<file path="src/rtl/seq_scan_ctrl.sv">
// Serial pattern scanner: accepts a word, shifts it out MSB first through a
// 4-bit window and counts matches against a programmable pattern.
//
// state | meaning
// IDLE  | ready for a word; configuration writes accepted
// SHIFT | shifting the captured word one bit per clock
module seq_scan_ctrl #(
    parameter int WORD_W = 8,
    parameter int CNT_W  = 8
) (
    input  logic              clk,
    input  logic              rst,
    input  logic              clr,
    input  logic              cfg_we,
    input  logic [3:0]        cfg_pattern,
    input  logic [CNT_W-1:0]  cfg_thresh,
    input  logic              in_valid,
    input  logic [WORD_W-1:0] in_data,
    output logic              in_ready,
    output logic              busy,
    output logic              match_pulse,
    output logic [CNT_W-1:0]  match_cnt,
    output logic              irq,
    input  logic              irq_clr,
    output logic              cfg_err
);

    localparam int CW = $clog2(WORD_W + 1);
    localparam logic [CW-1:0] WORD_LD = CW'(WORD_W);

    typedef enum logic {IDLE, SHIFT} state_t;

    state_t            state, state_nxt;
    logic [WORD_W-1:0] shreg, shreg_nxt;
    logic [CW-1:0]     remain, remain_nxt;
    logic [3:0]        window, window_nxt;
    logic [2:0]        fill, fill_nxt;
    logic [3:0]        pattern, pattern_nxt;
    logic [CNT_W-1:0]  thresh, thresh_nxt;
    logic [CNT_W-1:0]  cnt_nxt, cnt_inc;
    logic              irq_nxt;
    logic              cfg_err_nxt;
    logic              match_fire;
    logic [3:0]        win_shift;
    logic [2:0]        fill_inc;

    assign in_ready = (state == IDLE);
    assign busy     = (state == SHIFT);

    always_comb begin
        state_nxt   = state;
        shreg_nxt   = shreg;
        remain_nxt  = remain;
        window_nxt  = window;
        fill_nxt    = fill;
        pattern_nxt = pattern;
        thresh_nxt  = thresh;
        cnt_nxt     = match_cnt;
        irq_nxt     = irq;
        cfg_err_nxt = 1'b0;
        match_fire  = 1'b0;
        win_shift   = {window[2:0], shreg[WORD_W-1]};
        fill_inc    = (fill == 3'd4) ? 3'd4 : fill + 3'd1;
        cnt_inc     = (&match_cnt) ? match_cnt : match_cnt + 1'b1;

        if (clr) begin
            // pattern and thresh deliberately survive a soft clear
            state_nxt  = IDLE;
            remain_nxt = '0;
            window_nxt = '0;
            fill_nxt   = '0;
            cnt_nxt    = '0;
            irq_nxt    = 1'b0;
        end else begin
            case (state)
                IDLE: begin
                    if (cfg_we) begin
                        pattern_nxt = cfg_pattern;
                        thresh_nxt  = cfg_thresh;
                    end
                    if (in_valid) begin
                        shreg_nxt  = in_data;
                        remain_nxt = WORD_LD;
                        state_nxt  = SHIFT;
                    end
                end
                SHIFT: begin
                    cfg_err_nxt = cfg_we;
                    shreg_nxt   = {shreg[WORD_W-2:0], 1'b0};
                    window_nxt  = win_shift;
                    fill_nxt    = fill_inc;
                    remain_nxt  = remain - 1'b1;
                    match_fire  = (win_shift == pattern) && (fill_inc == 3'd4);
                    if (remain == CW'(1)) begin
                        state_nxt = IDLE;
                    end
                end
            endcase

            if (match_fire) begin
                cnt_nxt = cnt_inc;
            end
            if (irq_clr) begin
                irq_nxt = 1'b0;
            end
            // a threshold crossing overrides a simultaneous clear
            if (match_fire && (thresh != '0) && (cnt_inc >= thresh)) begin
                irq_nxt = 1'b1;
            end
        end
    end

    always_ff @(posedge clk) begin
        if (rst) begin
            state       <= IDLE;
            shreg       <= '0;
            remain      <= '0;
            window      <= '0;
            fill        <= '0;
            pattern     <= 4'b1001;
            thresh      <= CNT_W'(1);
            match_cnt   <= '0;
            irq         <= 1'b0;
            match_pulse <= 1'b0;
            cfg_err     <= 1'b0;
        end else begin
            state       <= state_nxt;
            shreg       <= shreg_nxt;
            remain      <= remain_nxt;
            window      <= window_nxt;
            fill        <= fill_nxt;
            pattern     <= pattern_nxt;
            thresh      <= thresh_nxt;
            match_cnt   <= cnt_nxt;
            irq         <= irq_nxt;
            match_pulse <= match_fire;
            cfg_err     <= cfg_err_nxt;
        end
    end

endmodule

</file>
<file path="config.mk">
export PLATFORM = sky130hd
export DESIGN_NAME = seq_scan_ctrl
export DESIGN_NICKNAME = d
export VERILOG_FILES = /design/src/rtl/seq_scan_ctrl.sv
export SDC_FILE = /design/constraint.sdc
export NUM_CORES = 1
export LEC_CHECK = 0
export ABC_AREA = 1
export CAP_MARGIN = 20
export CORE_MARGIN = 5
export CORE_UTILIZATION = 47
export DETAILED_ROUTE_END_ITERATION = 8
export GPL_ROUTABILITY_DRIVEN = 1
export PLACE_DENSITY = 0.74
export SKIP_CTS_REPAIR_TIMING = 1
export SLEW_MARGIN = 5
export SYNTH_ARGS = -nofsm -noshare
export SYNTH_HDL_FRONTEND = slang
export SYNTH_SLANG_ARGS = --single-unit
</file>
<file path="constraint.sdc">
create_clock -name clk -period 1.9 [get_ports clk]
set_clock_uncertainty 0.05 [all_clocks]
set_input_delay 0.38 -clock clk [delete_from_list [all_inputs] [get_ports clk]]
set_output_delay 0.38 -clock clk [all_outputs]
set_load 0.1 [all_outputs]
</file>
==> results of run 1 <==
[stage by stage]
step | hold WS [ps] | util
6_report | 405.2 | 0.6795
5_1_grt | 437.4 | 0.6795
4_1_cts | 404.1 | 0.6718
3_5_place_dp | 389.5 | 0.6464
3_3_place_gp | 386.7 | 0.6464
2_1_floorplan | 371.2 | -
[worst paths after layout]
check	startpoint	endpoint	slack, ps	depth (start not counted)
worst min-delay path	remain[2]	remain[2]	410	1
worst max register to register	match_cnt[0]	irq	-130	17
worst max-delay path	match_cnt[0]	irq	-130	17
worst min register to register	remain[2]	remain[2]	410	1
[cell usage after synthesis, drive strengths merged (2+ instances only)]
cell    number
clkbuf       4
buf          5
inv         39
nand2       72
a21oi       27
ha          13
nor3         7
dfxtp       42
nand4        2
a31oi       10
nor2        32
nand3        8
o211ai       3
xor2         2
o21ai       27
[report_power, final]
part           internal (W)  total [W]  switching [W]
Sequential         0.000907   0.000927      0.0000196
Clock              0.000376   0.000677       0.000301
Combinational      0.000111   0.000237       0.000126
Total               0.00139    0.00184       0.000447
[cell type report]
| class | count | area share |
|---|---|---|
| Clock buffer | 8 | 0.03738 |
| Inverter | 40 | 0.05040 |
| Multi-Input combinational cell | 206 | 0.3759 |
| Sequential cell | 42 | 0.2911 |
| Tap cell | 52 | 0.02184 |
| Timing Repair Buffer | 57 | 0.2234 |
[metal layers]
metal	up-vias	GRT usage	routed length, um
met2	36	0.2912	2573
met3	11	0.04215	199
met5	-	0	0
met1	926	0.1882	2105
met4	0	0.07045	95
li1	1078	-	-
[cells by family (layout without fill, tap and decap cells)]
logic type,Yosys count,after routing,synth area share
flip-flops,42,42,0.3958
AND/OR/NAND/NOR,123,123,0.2527
XOR/XNOR,2,2,0.008247
buffers and inverters,49,105,0.09186
AO/OA/AOI/OAI,68,68,0.1749
adder cells (fa/ha/maj),13,13,0.07656
[worst max-delay path: cells and delay by family (launching register included)]
kind	cells	cell delay, ps
adder cells (fa/ha/maj)	2	440
AO/OA/AOI/OAI	2	120
flip-flops	1	380
buffers and inverters	1	50
AND/OR/NAND/NOR	12	890
[state kept, by name, summed over array words and instances, names as in the netlist]
name	cells
match_cnt	8
cfg_err	1
busy	1
match_pulse	1
irq	1
window	3
remain	4
thresh	8
fill	3
pattern	4
shreg	8
==> results by group, run 1 <==
Outcome
  • Status: finished, violations left
  • Failing checks: setup timing

Cells and area
  • Ant diodes: 0
  • Fin cells: around 410
  • Area Growth Syn to Fin: 40.22%
  • Most frequent cells in the layout: nand2_1 (65), inv_1 (37), dfxtp_1 (33)
  • Commonest non-fill, non-tap cell in the layout: nand2_1
  • Nets: 391
  • Finished Cell Area: about 0.0030 mm^2
  • Number of fill cells: approximately 370
  • Share of cells above drive strength 1: 0.1955
  • Register area: approximately 870 um^2
  • Multi-input logic area: approximately 0.0011 mm^2

Synthesis
  • Avg Cell Area, Syn: ~7 um^2
  • Post-Syn Nets: between 300 and 400
  • Synth warn: 0
  • Sequential area share after synthesis: 0.3958
  • Synth Cell Area: roughly 0.0021 mm^2
  • Post-synth EDFFs: 0
  • Post-synth top area share: 0.3958
  • Leading area contributor after synthesis: dfxtp_1
  • Yosys reg bits: 42
  • Cells after Synth: ~300
  • Ys flop type: dfxtp_1
  • Synth area leaders: dfxtp_1 (40%), nand2_1 (12%), ha_1 (7.7%)
  • Yosys cell types: 29
  • Asr flop ratio synth: 0

STA
  • Fmax achieved: between 400 and 500 MHz
  • Slew Limit Fails: 0
  • TNS Setup: -134.1 ps
  • Final WS setup: -134.1 ps
  • Worst slew margin: 0.7055
  • Setup violators final: 1
  • Tcrit/Tclk final: 1.071
  • Crit path time final: slightly above 2000 ps
  • Hold Vio Cnt, Final: 0
  • RSZ-0062 raised after global routing: true
  • Slew @ Worst Pin: ~440 ps

Worst setup path
  • Worst setup EP type: flop
  • Slowest-stage cell, CP: dfxtp_4
  • WP data required: about 2000 ps
  • CP Max Fanout: 8
  • CP most frequent cell: nand2_1
  • CP peak stage delay: around 380 ps
  • Critical Path AT: approximately 2200 ps
  • Crit path kind: flop to flop
  • Startpoint types: flop
  • CP cell instances: ha_4 > nand2_2 > inv_2 > nand2_2 > nor2_4 > nand2_4 > nand2_2 > o21ai_2 > ha_1 > nand2_1 > nand3b_1 > nand2_1 > nand2_1 > nand2_1 > nand2_1 > nand2_1 > a21oi_2

Clocking
  • Clk sinks: 42
  • # H-tree levels: 2
  • Clock transition at path regs: ~80 ps
  • Clock root buffer master: clkbuf_8
  • Clk buf depth: 2
  • Clock Latency Late Sink: just under 300 ps
  • Total CTS buffers: 5
  • CTS tree: built

Drt
  • Post-route ant nets: 0
  • Wire per inst: ~12 um
  • Pre-Repair DR Iteration Count: 4
  • Vias per Instance: around 5.1
  • Drt total wl: 4.973 mm
  • Vias after detailed routing: between 2k and 2.5k
  • Iteration-0 DRC Markers: 84
  • DRC viols: 0

Placement
  • Gpl congestion: slightly below 0.9
  • Place WS: -49.97 ps
  • Post-place instance area: ~0.0028 mm^2
  • DP HPWL: around 3.7 mm
  • Inst Count DP: a little under 400
  • I/O Buffers: 38

Die
  • Row cnt: 24
  • I/O pins: 39
  • Die ar.: 0.005965 mm^2
  • Die W: slightly below 80 um
  • Die span in y: approximately 77 um
  • Core footprint: between 0.004 and 0.005 mm^2
  • Starting density of the core: 0.4846

Power
  • Total power: 0.001841 W
  • Maximum VDD drop: a little over 0.0005 V
  • PwrDens: 617.9 mW/mm^2
  • Total leakage power: between 1 and 1.5 nW

Global routing
  • Initial antenna violation count: 0
  • Grt ovf: 0
  • Vias in the first global route: roughly 1.9k
  • Pin count of the biggest net entering global routing: 20
  • First-pass GRT wire length: about 8.1 mm
  • All-Layer GR Usage: 0.1660

Hold path
  • Worst Hold Class: flop to flop

Job
  • # Max-Cap Violations: 0
(Power assumes the default switching activity.)
==> inputs of run 2 (changes only) <==
--- a/config.mk
+++ b/config.mk
@@ -7,11 +7,13 @@
 export LEC_CHECK = 0
 export ABC_AREA = 1
 export CAP_MARGIN = 20
+export CELL_PAD_IN_SITES_DETAIL_PLACEMENT = 0
+export CELL_PAD_IN_SITES_GLOBAL_PLACEMENT = 1
 export CORE_MARGIN = 5
-export CORE_UTILIZATION = 47
+export CORE_UTILIZATION = 33
 export DETAILED_ROUTE_END_ITERATION = 8
 export GPL_ROUTABILITY_DRIVEN = 1
-export PLACE_DENSITY = 0.74
+export PLACE_DENSITY = 0.72
 export SKIP_CTS_REPAIR_TIMING = 1
 export SLEW_MARGIN = 5
 export SYNTH_ARGS = -nofsm -noshare
==> run 2 against run 1 <==
- the run still ends with setup timing left
- flip-flop and latch count unchanged
- die area up 36%
- non-clock buffer count rose by 5
- register-to-register slack better by 30 ps
- worst hold slack worse by 7.8 ps
- sequential share of layout area down 0.33 points
- final cell count rose by 7.4%
- final area up 1.1%
- fmax up 1.7%
- clock-buffer cell count down 2
- combinational power barely moved
- utilization fell by 20 points
- critical endpoint unchanged
==> results by group, run 2 (same netlist as run 1, synthesis figures left out) <==
Outcome
  • Status: finished, violations left
  • Failing checks: setup timing

Cells and area
  • Number of fill cells: 675 (+84%)
  • Registers with the most flip-flops: match_cnt: 8 flops, shreg: 8 flops, thresh: 8 flops
  • Finished Cell Area: 0.003013 mm^2 (+1.1%)
  • Commonest non-fill, non-tap cell in the layout: nand2_1
  • Ant diodes: 0 (unchanged)
  • Share of cells above drive strength 1: 0.2095 (+0.01403)
  • Nets: 396 (+1.3%)
  • Multi-input logic area: 0.001117 mm^2 (-0.22%)
  • Most frequent cells in the layout: nand2_1 (64), inv_1 (37), dfxtp_1 (33)
  • Register area: 867.1 um^2 (unchanged)
  • Area Growth Syn to Fin: 41.81%

Drt
  • Drt total wl: 5.016 mm (+0.86%)
  • Vias per Instance: 4.701 (-7.2%)
  • DRC viols: 0 (unchanged)
  • Wire per inst: 11.53 um (-6.1%)
  • Iteration-0 DRC Markers: 61 (-27%)
  • Vias after detailed routing: 2045 (-0.29%)
  • Pre-Repair DR Iteration Count: 5 (+1)
  • Post-route ant nets: 0 (unchanged)

STA
  • Worst slew margin: 0.5032 (-0.2023)
  • Hold WS: 397.4 ps (-7.845 ps)
  • Setup violators final: 1 (unchanged)
  • Tcrit/Tclk final: 1.053 (-0.01795)
  • Hold Vio Cnt, Final: 0 (unchanged)
  • Slew @ Worst Pin: 742.4 ps (+301.2 ps)
  • Fmax achieved: 500.0 MHz (+1.7%)
  • Crit path time final: 2000 ps (-34.10 ps)
  • Slew Limit Fails: 0 (unchanged)
  • Final WS setup: -100.0 ps (+34.10 ps)
  • RSZ-0062 raised after global routing: true

Worst setup path
  • R2R Setup Slk: -100 ps (+30 ps)
  • Startpoint types: flop
  • Reg2reg end: irq
  • Crit path kind: flop to flop
  • Worst setup EP type: flop
  • Origin of the critical flop-to-flop path: match_cnt[1]
  • CP Max Fanout: 7 (-1)
  • Critical Path AT: 2140 ps (-30 ps)
  • R2R cell count: 17 (unchanged)
  • WP data required: 2040 ps (about the same)

Die
  • Die span in y: 90.24 um (+17%)
  • Die ar.: 0.008142 mm^2 (+36%)
  • Die W: 90.24 um (+17%)
  • Starting density of the core: 0.3365 (-0.1481)
  • Row cnt: 29 (+21%)
  • I/O pins: 39 (unchanged)
  • Core footprint: 0.006314 mm^2 (+44%)

Clocking
  • Clock Latency Late Sink: 290 ps (about the same)
  • # H-tree levels: 2 (unchanged)
  • Clk sinks: 42 (unchanged)
  • Total CTS buffers: 5 (unchanged)
  • CTS tree: built
  • Clock root buffer master: clkbuf_8
  • Clock transition at path regs: 90 ps (about the same)
  • Clk buf depth: 2 (unchanged)

Placement
  • Gpl congestion: 0.8151 (-6.6%)
  • Post-place instance area: 0.002870 mm^2 (+1.3%)
  • DP HPWL: 3.800 mm (+2.0%)
  • I/O Buffers: 38 (unchanged)

Power
  • Total leakage power: 1.344 nW (+1.5%)
  • PwrDens: 601.0 mW/mm^2 (-2.7%)
  • Maximum VDD drop: 0.0003589 V (-29%)

Hold path
  • Worst Hold End: remain[2]
  • Worst Hold Class: flop to flop
  • Hold depth: 1 (unchanged)
  • Min-delay src: remain[2]

Job
  • # Max-Cap Violations: 0 (unchanged)

Global routing
  • Grt ovf: 0 (unchanged)
  • Pin count of the biggest net entering global routing: 20 (unchanged)
  • All-Layer GR Usage: 0.1272 (-0.03878)
  • First-pass GRT wire length: 8.769 mm (+7.7%)
  • Initial antenna violation count: 0 (unchanged)
  • Vias in the first global route: 1991 (+5.1%)
## run 2: stage by stage
stage / setup slack [ps] / total power (W) / setup TNS (ps) / util / instances
after floorplan: -258.8 / 0.001079 / -258.8 / - / 297
after global placement: -87.84 / 0.001184 / -87.84 / 0.4546 / 424
after detailed placement: -100.4 / 0.001186 / -147.4 / 0.4546 / 424
after CTS: -111.0 / 0.001838 / -111.0 / 0.4711 / 432
after global routing: -281.0 / 0.001914 / -310.7 / 0.4772 / 435
final: -100.0 / 0.001811 / -100.0 / 0.4772 / 435
## run 2: layout make-up
type / instances / share of cell area
Multi-Input combinational cell: 206 / 0.3708
Sequential cell: 42 / 0.2878
Timing Repair Buffer: 62 / 0.2251
Inverter: 40 / 0.04983
Tap cell: 77 / 0.03198
Clock buffer: 6 / 0.03115
Clock inverter: 2 / 0.003322
## run 2: how the worst max path moves through the flow
stage | from | to | slack [ps] | depth (start not counted)
6_report | match_cnt[1] | irq | -100 | 17
5_1_grt | match_cnt[0] | irq | -280 | 17
4_1_cts | match_cnt[1] | irq | -110 | 14
3_5_place_dp | match_cnt[1] | irq | -100 | 14
3_3_place_gp | match_cnt[1] | irq | -90 | 14
2_1_floorplan | match_cnt[0] | irq | -260 | 17
## run 2: power by group
| part | switching [W] | internal, W | leakage [nW] |
|---|---|---|---|
| Sequential | 0.0000202 | 0.000907 | 0.349 |
| Combinational | 0.000124 | 0.000110 | 0.938 |
| Clock | 0.000315 | 0.000334 | 0.0561 |
| Total | 0.000459 | 0.00135 | 1.34 |
## run 2: routing by layer
layer,wire (um),track usage
met1,2300,0.1541
met2,2463,0.2183
met3,190,0.03255
met4,62,0.04218
met5,0,0
## run 2: worst max-delay path, cell delays in order (launching register included)
cell	delay (ps)
dfxtp_4	380
ha_4	130
nand2_2	40
inv_2	50
nand2_2	70
nor2_4	160
nand2_4	90
nand2_2	80
o21ai_2	60
ha_1	310
nand2_1	60
nand3b_1	70
nand2_1	70
nand2_1	40
nand2_1	60
nand2_1	40
nand2_1	80
a21oi_2	50
==> inputs of run 3 (changes only) <==
--- a/config.mk
+++ b/config.mk
@@ -11,6 +11,7 @@
 export CELL_PAD_IN_SITES_GLOBAL_PLACEMENT = 1
 export CORE_MARGIN = 5
 export CORE_UTILIZATION = 33
+export CTS_CLUSTER_DIAMETER = 200
 export DETAILED_ROUTE_END_ITERATION = 8
 export GPL_ROUTABILITY_DRIVEN = 1
 export PLACE_DENSITY = 0.72
==> results of run 3 <==
Final layout, timing and power as in run 2 (identical DEF).
==> RTL edit 1, RTL diff (config.mk and constraints of run 1) <==
Register the output `cfg_err` once more, cleared by the reset; this adds one clock of latency there. The other outputs are not delayed to match.
--- a/src/rtl/seq_scan_ctrl.sv
+++ b/src/rtl/seq_scan_ctrl.sv
@@ -31,2 +31,4 @@
     typedef enum logic {IDLE, SHIFT} state_t;
+
+    logic cfg_err_s0;
 
@@ -124,3 +126,3 @@
             match_pulse <= 1'b0;
-            cfg_err     <= 1'b0;
+            cfg_err_s0  <= 1'b0;
         end else begin
@@ -136,3 +138,11 @@
             match_pulse <= match_fire;
-            cfg_err     <= cfg_err_nxt;
+            cfg_err_s0  <= cfg_err_nxt;
+        end
+    end
+
+    always_ff @(posedge clk) begin
+        if (rst) begin
+            cfg_err <= '0;
+        end else begin
+            cfg_err <= cfg_err_s0;
         end
Check against the original RTL: not equivalent (Yosys sat finds a counterexample within 4 cycles, from zero or initial values and one cycle with rst high).
==> RTL edit 1 against run 1 <==
The flow still finishes with violations (negative setup slack); sequential share of layout area is 0.98 points higher; sequential cell count is 1 higher; synthesized area is 1.9% higher; core utilization is 1.1 points lower; fmax is 3.6% higher; total power is 3.7% lower; final cell count is 0.25% higher; global-route usage is 0.10 points higher; routed wire length is 2.8% lower; final area is 1.0% lower; worst setup slack better by 0.071 ns; largest power group unchanged.
==> RTL edit 1: results (changes against run 1) <==
status finished, violations left; violated checks negative setup slack; Synth Net Count 341 (+1.5%); TNS Setup -0.0633 ns (+0.0708 ns); Synth Area in XOR/XNOR 0.809% (-0.015 points); Post-Synth Adder-Cell Area 7.51% (-0.14 points); top post-synthesis cells by area dfxtp_1 40%, nand2_1 12%, ha_1 7.5%, inv_1 6.9%, a21oi_1 6.0%; setup violators final 1 (unchanged); commonest cells in the netlist 68 x nand2_1, 43 x dfxtp_1, 40 x inv_1, 28 x nor2_1, 26 x a21oi_1; Min Hold Slack 0.348 ns (-0.0567 ns); P_sw 0.449 mW (+0.62%); placed inst area 0.00284 sq mm (about the same); reg2reg start match_cnt[1]; Syn. warnings 0 (unchanged); Lkg Pwr 1.31 nW (-1.0%); post-route setup slack -0.0633 ns (+0.0708 ns); met3 WL 163 um (-18%); Gate power share 13.2% (+0.3 points); initial DRC count 65 (-23%); first-pass GRT wire length 8.40 mm (+3.2%); Power Density 601 mW/mm^2 (-2.7%); largest net degree at the start of global routing 21 (+5.0%); vias per std cell 5.06 (-0.10%); Tot GR Track Use 16.7% (+0.10 points); Fillers 391 (+6.8%); Placed Cells 398 (+0.76%); metal2 WL 2.50 mm (-2.9%); vias in the first global route 1962 (+3.5%); Final nets 393 (+0.51%); WL met1 2.11 mm (about the same); drt first pass iters 4 (unchanged); Cell variety after synth 29 (unchanged); hold_sp cfg_err_s0; M3 GR Usage 2.89% (-1.3 points); DR top layer met4; Critical Path AT 2.09 ns (-0.08 ns); Non-Filler Instances 406 (+0.25%); DP HPWL 3.68 mm (-1.2%); routability cong. 0.928 (+6.3%); sequential area share after synthesis 39.8% (+0.19 points); GRT met1 Usage 19.7% (+0.84 points); Seq. pwr 0.948 mW (+2.3%); Synth Area in Compound Gates 16.9% (-0.55 points); Max IR drop VDD 465 uV (-8.0%); hold depth 2 (+1); Worst Hold End cfg_err; worst reg2reg path depth 14 (-3); worst-margin pin slew 0.363 ns (-0.0786 ns); Max FO, Critical Path 3 (-5); met2 Use GR 29.5% (+0.42 points); Mapped Cells 302 (+1.7%); routed length per instance 11.9 um (-3.1%); Reg2Reg Capture Point irq; share of layout cells above drive strength 1 18.9% (-0.62 points)
## RTL edit 1: changes by cell type after synthesis
cell	delta
inv_1	+2
a21oi_1	-1
buf_2	+1
dfxtp_1	+1
nand2_1	+1
nor2_1	+1
nor2_2	-1
nor2_4	+1
## RTL edit 1: final cells by class
| type | count | area, sq um | area share (%) |
|---|---|---|---|
| timing repair buffer | 55 | 626 | 21.2 |
| clock buffer | 6 | 82.6 | 2.80 |
| clock inverter | 1 | 5.00 | 0.170 |
| tap | 52 | 65.1 | 2.21 |
| sequential | 43 | 887 | 30.1 |
| multi-input combinational | 207 | 1130 | 38.2 |
| inverter | 42 | 158 | 5.35 |
## RTL edit 1: worst max path at each step
stage	slack [ns]	endpoint	start
after global placement	-0.03	irq	match_cnt[1]
after floorplan	-0.26	irq	match_cnt[0]
final	-0.06	irq	match_cnt[1]
after CTS	-0.08	irq	match_cnt[1]
after detailed placement	-0.06	irq	match_cnt[1]
after global routing	-0.19	irq	match_cnt[1]
==> RTL edit 2, RTL diff (config.mk and constraints of run 1) <==
Without the edit above. The parameter `WORD_W` goes from 8 to 32.
--- a/src/rtl/seq_scan_ctrl.sv
+++ b/src/rtl/seq_scan_ctrl.sv
@@ -7,3 +7,3 @@
 module seq_scan_ctrl #(
-    parameter int WORD_W = 8,
+    parameter int WORD_W = 32,
     parameter int CNT_W  = 8
Interface: changed (resized in_data); port bits go from 39 to 63. No check against the original RTL was run, so the function may have changed too.
==> RTL edit 2 against run 1 <==
The run still ends with negative setup slack left; synthesized cell count grew 50%; synthesized area grew 53%; total power grew 70%; non-clock buffer count grew 28; core utilization shrank 2.0 points; fmax shrank 3.5%; clock power grew 76%; largest cell class unchanged; worst setup slack lost 0.075 ns; final area grew 49%; routed wire length grew 55%; critical endpoint unchanged; critical path depth shrank 2; sequential cell count grew 26; global-route usage grew 1.6 points.
==> RTL edit 2: results (changes against run 1) <==
initial DRC count 105 (+25%); initial antenna violation count 0 (unchanged); Critical Path AT 2.28 ns (+0.11 ns); largest net degree at the start of global routing 49 (+150%); Cell variety after synth 31 (+6.9%); Layout area overhead 36.9%; clock buffer depth 2 (unchanged); worst skew pair latency 0.35 ns (+0.06 ns); sw frac 25.6% (+1.4 points); drt first pass iters 4 (unchanged); final hold vios 0 (unchanged); TNS Setup -0.209 ns (-0.0747 ns); Max IR drop VDD 407 uV (-19%); relative slew slack 71.1% (+0.54 points); vias per std cell 5.13 (+1.2%); post-route setup slack -0.209 ns (-0.0747 ns); ant diodes 0 (unchanged); Async S/R FF share, synth 0% (unchanged); DP HPWL 5.63 mm (+51%); Max FO, Critical Path 7 (-1); routability cong. 0.808 (-7.4%); share of layout cells above drive strength 1 16.9% (-2.7 points); cts bufs inserted 9 (+4); Synth Net Count 508 (+51%); Max-Cap Viols 0 (unchanged); worst hold path type reg -> reg; Lkg Pwr 1.91 nW (+44%); Syn. warnings 0 (unchanged); violated checks negative setup slack; Reg clk slew, reported paths 0.08 ns (about the same); commonest cells in the netlist 121 x nand2_1, 68 x dfxtp_1, 46 x o21ai_0, 39 x inv_1, 32 x a31oi_1; setup violators final 1 (unchanged); H-Tree Depth 3 (+1); Final nets 580 (+48%); Fillers 577 (+58%); Clock Root Buffer clkbuf_8; routed wire length 7.71 mm (+55%); IO buf count 62 (+63%); first-pass GRT wire length 12.8 mm (+58%); largest registers shreg x32, match_cnt x8, thresh x8; vias in the first global route 2931 (+55%); sequential area share after synthesis 41.9% (+2.3 points); Tot GR Track Use 18.2% (+1.6 points); status finished, violations left; top post-synthesis cells by area dfxtp_1 42%, nand2_1 14%, o21ai_0 7.1%, a31oi_1 6.2%, ha_1 5.0%
-- RTL edit 2: worst max-delay path: stages, from the launching register on --
cell	delay (ns)
dfxtp_4	0.36
ha_4	0.14
nand2_4	0.06
nor3_4	0.24
nand3_4	0.15
xor2_2	0.21
inv_1	0.06
ha_1	0.26
nand2_1	0.06
nand3b_1	0.08
nand2_1	0.06
nand2_1	0.04
nand2_1	0.05
nand2_1	0.05
nand2_1	0.06
a21oi_1	0.05
-- RTL edit 2: layout make-up --
class | count | area (sq um) | share of cell area (%)
well taps | 80 | 100 | 2.25
inverters | 43 | 161 | 3.62
clock buffers | 10 | 138 | 3.09
multi-input cells | 310 | 1660 | 37.2
repair buffers | 85 | 948 | 21.3
flip-flops and latches | 68 | 1390 | 31.2
clock inverters | 6 | 62.6 | 1.40
-- RTL edit 2: logic make-up (layout without fill, tap and decap cells) --
family          Yosys count  after routing  share of synthesized area (%)
buf+inv                  67            144                           8.46
xor+xnor                  4              4                           1.08
simple gates            179            179                           24.1
compound gates          114            114                           19.5
fa+ha+maj                13             13                           5.00
flops                    68             68                           41.9
-- RTL edit 2: power by group through the flow --
stage	combinational [mW]	sequential (mW)	clock (mW)
2_1_floorplan	0.225	1.56	0
3_3_place_gp	0.396	1.56	0
3_5_place_dp	0.406	1.56	0
4_1_cts	0.408	1.53	1.21
5_1_grt	0.453	1.54	1.27
6_report	0.406	1.53	1.19
-- RTL edit 2: path summary, 6_finish.rpt --
check | depth (start not counted) | from | endpoint
worst max-delay path | 15 | match_cnt[1] | irq
worst min register to register | 2 | shreg[26] | shreg[27]
worst max register to register | 15 | match_cnt[1] | irq
worst min-delay path | 2 | shreg[26] | shreg[27]
-- RTL edit 2: stage by stage --
step	hold slack (ns)	worst slack, ns	cell area, sq um	util, %	instances
after floorplan	0.387	-0.402	3280	-	445
after global placement	0.394	-0.118	4210	62.3	585
after detailed placement	0.412	-0.220	4210	62.3	585
after CTS	0.417	-0.225	4410	65.3	601
after global routing	0.451	-0.304	4450	65.9	602
final	0.409	-0.209	4450	65.9	602
-- RTL edit 2: layer usage --
layer	share of wire (%)	GRT usage (%)
met1	45	22.4
met2	48	30.6
met3	5.6	5.79
met4	1.3	5.01
met5	0	0
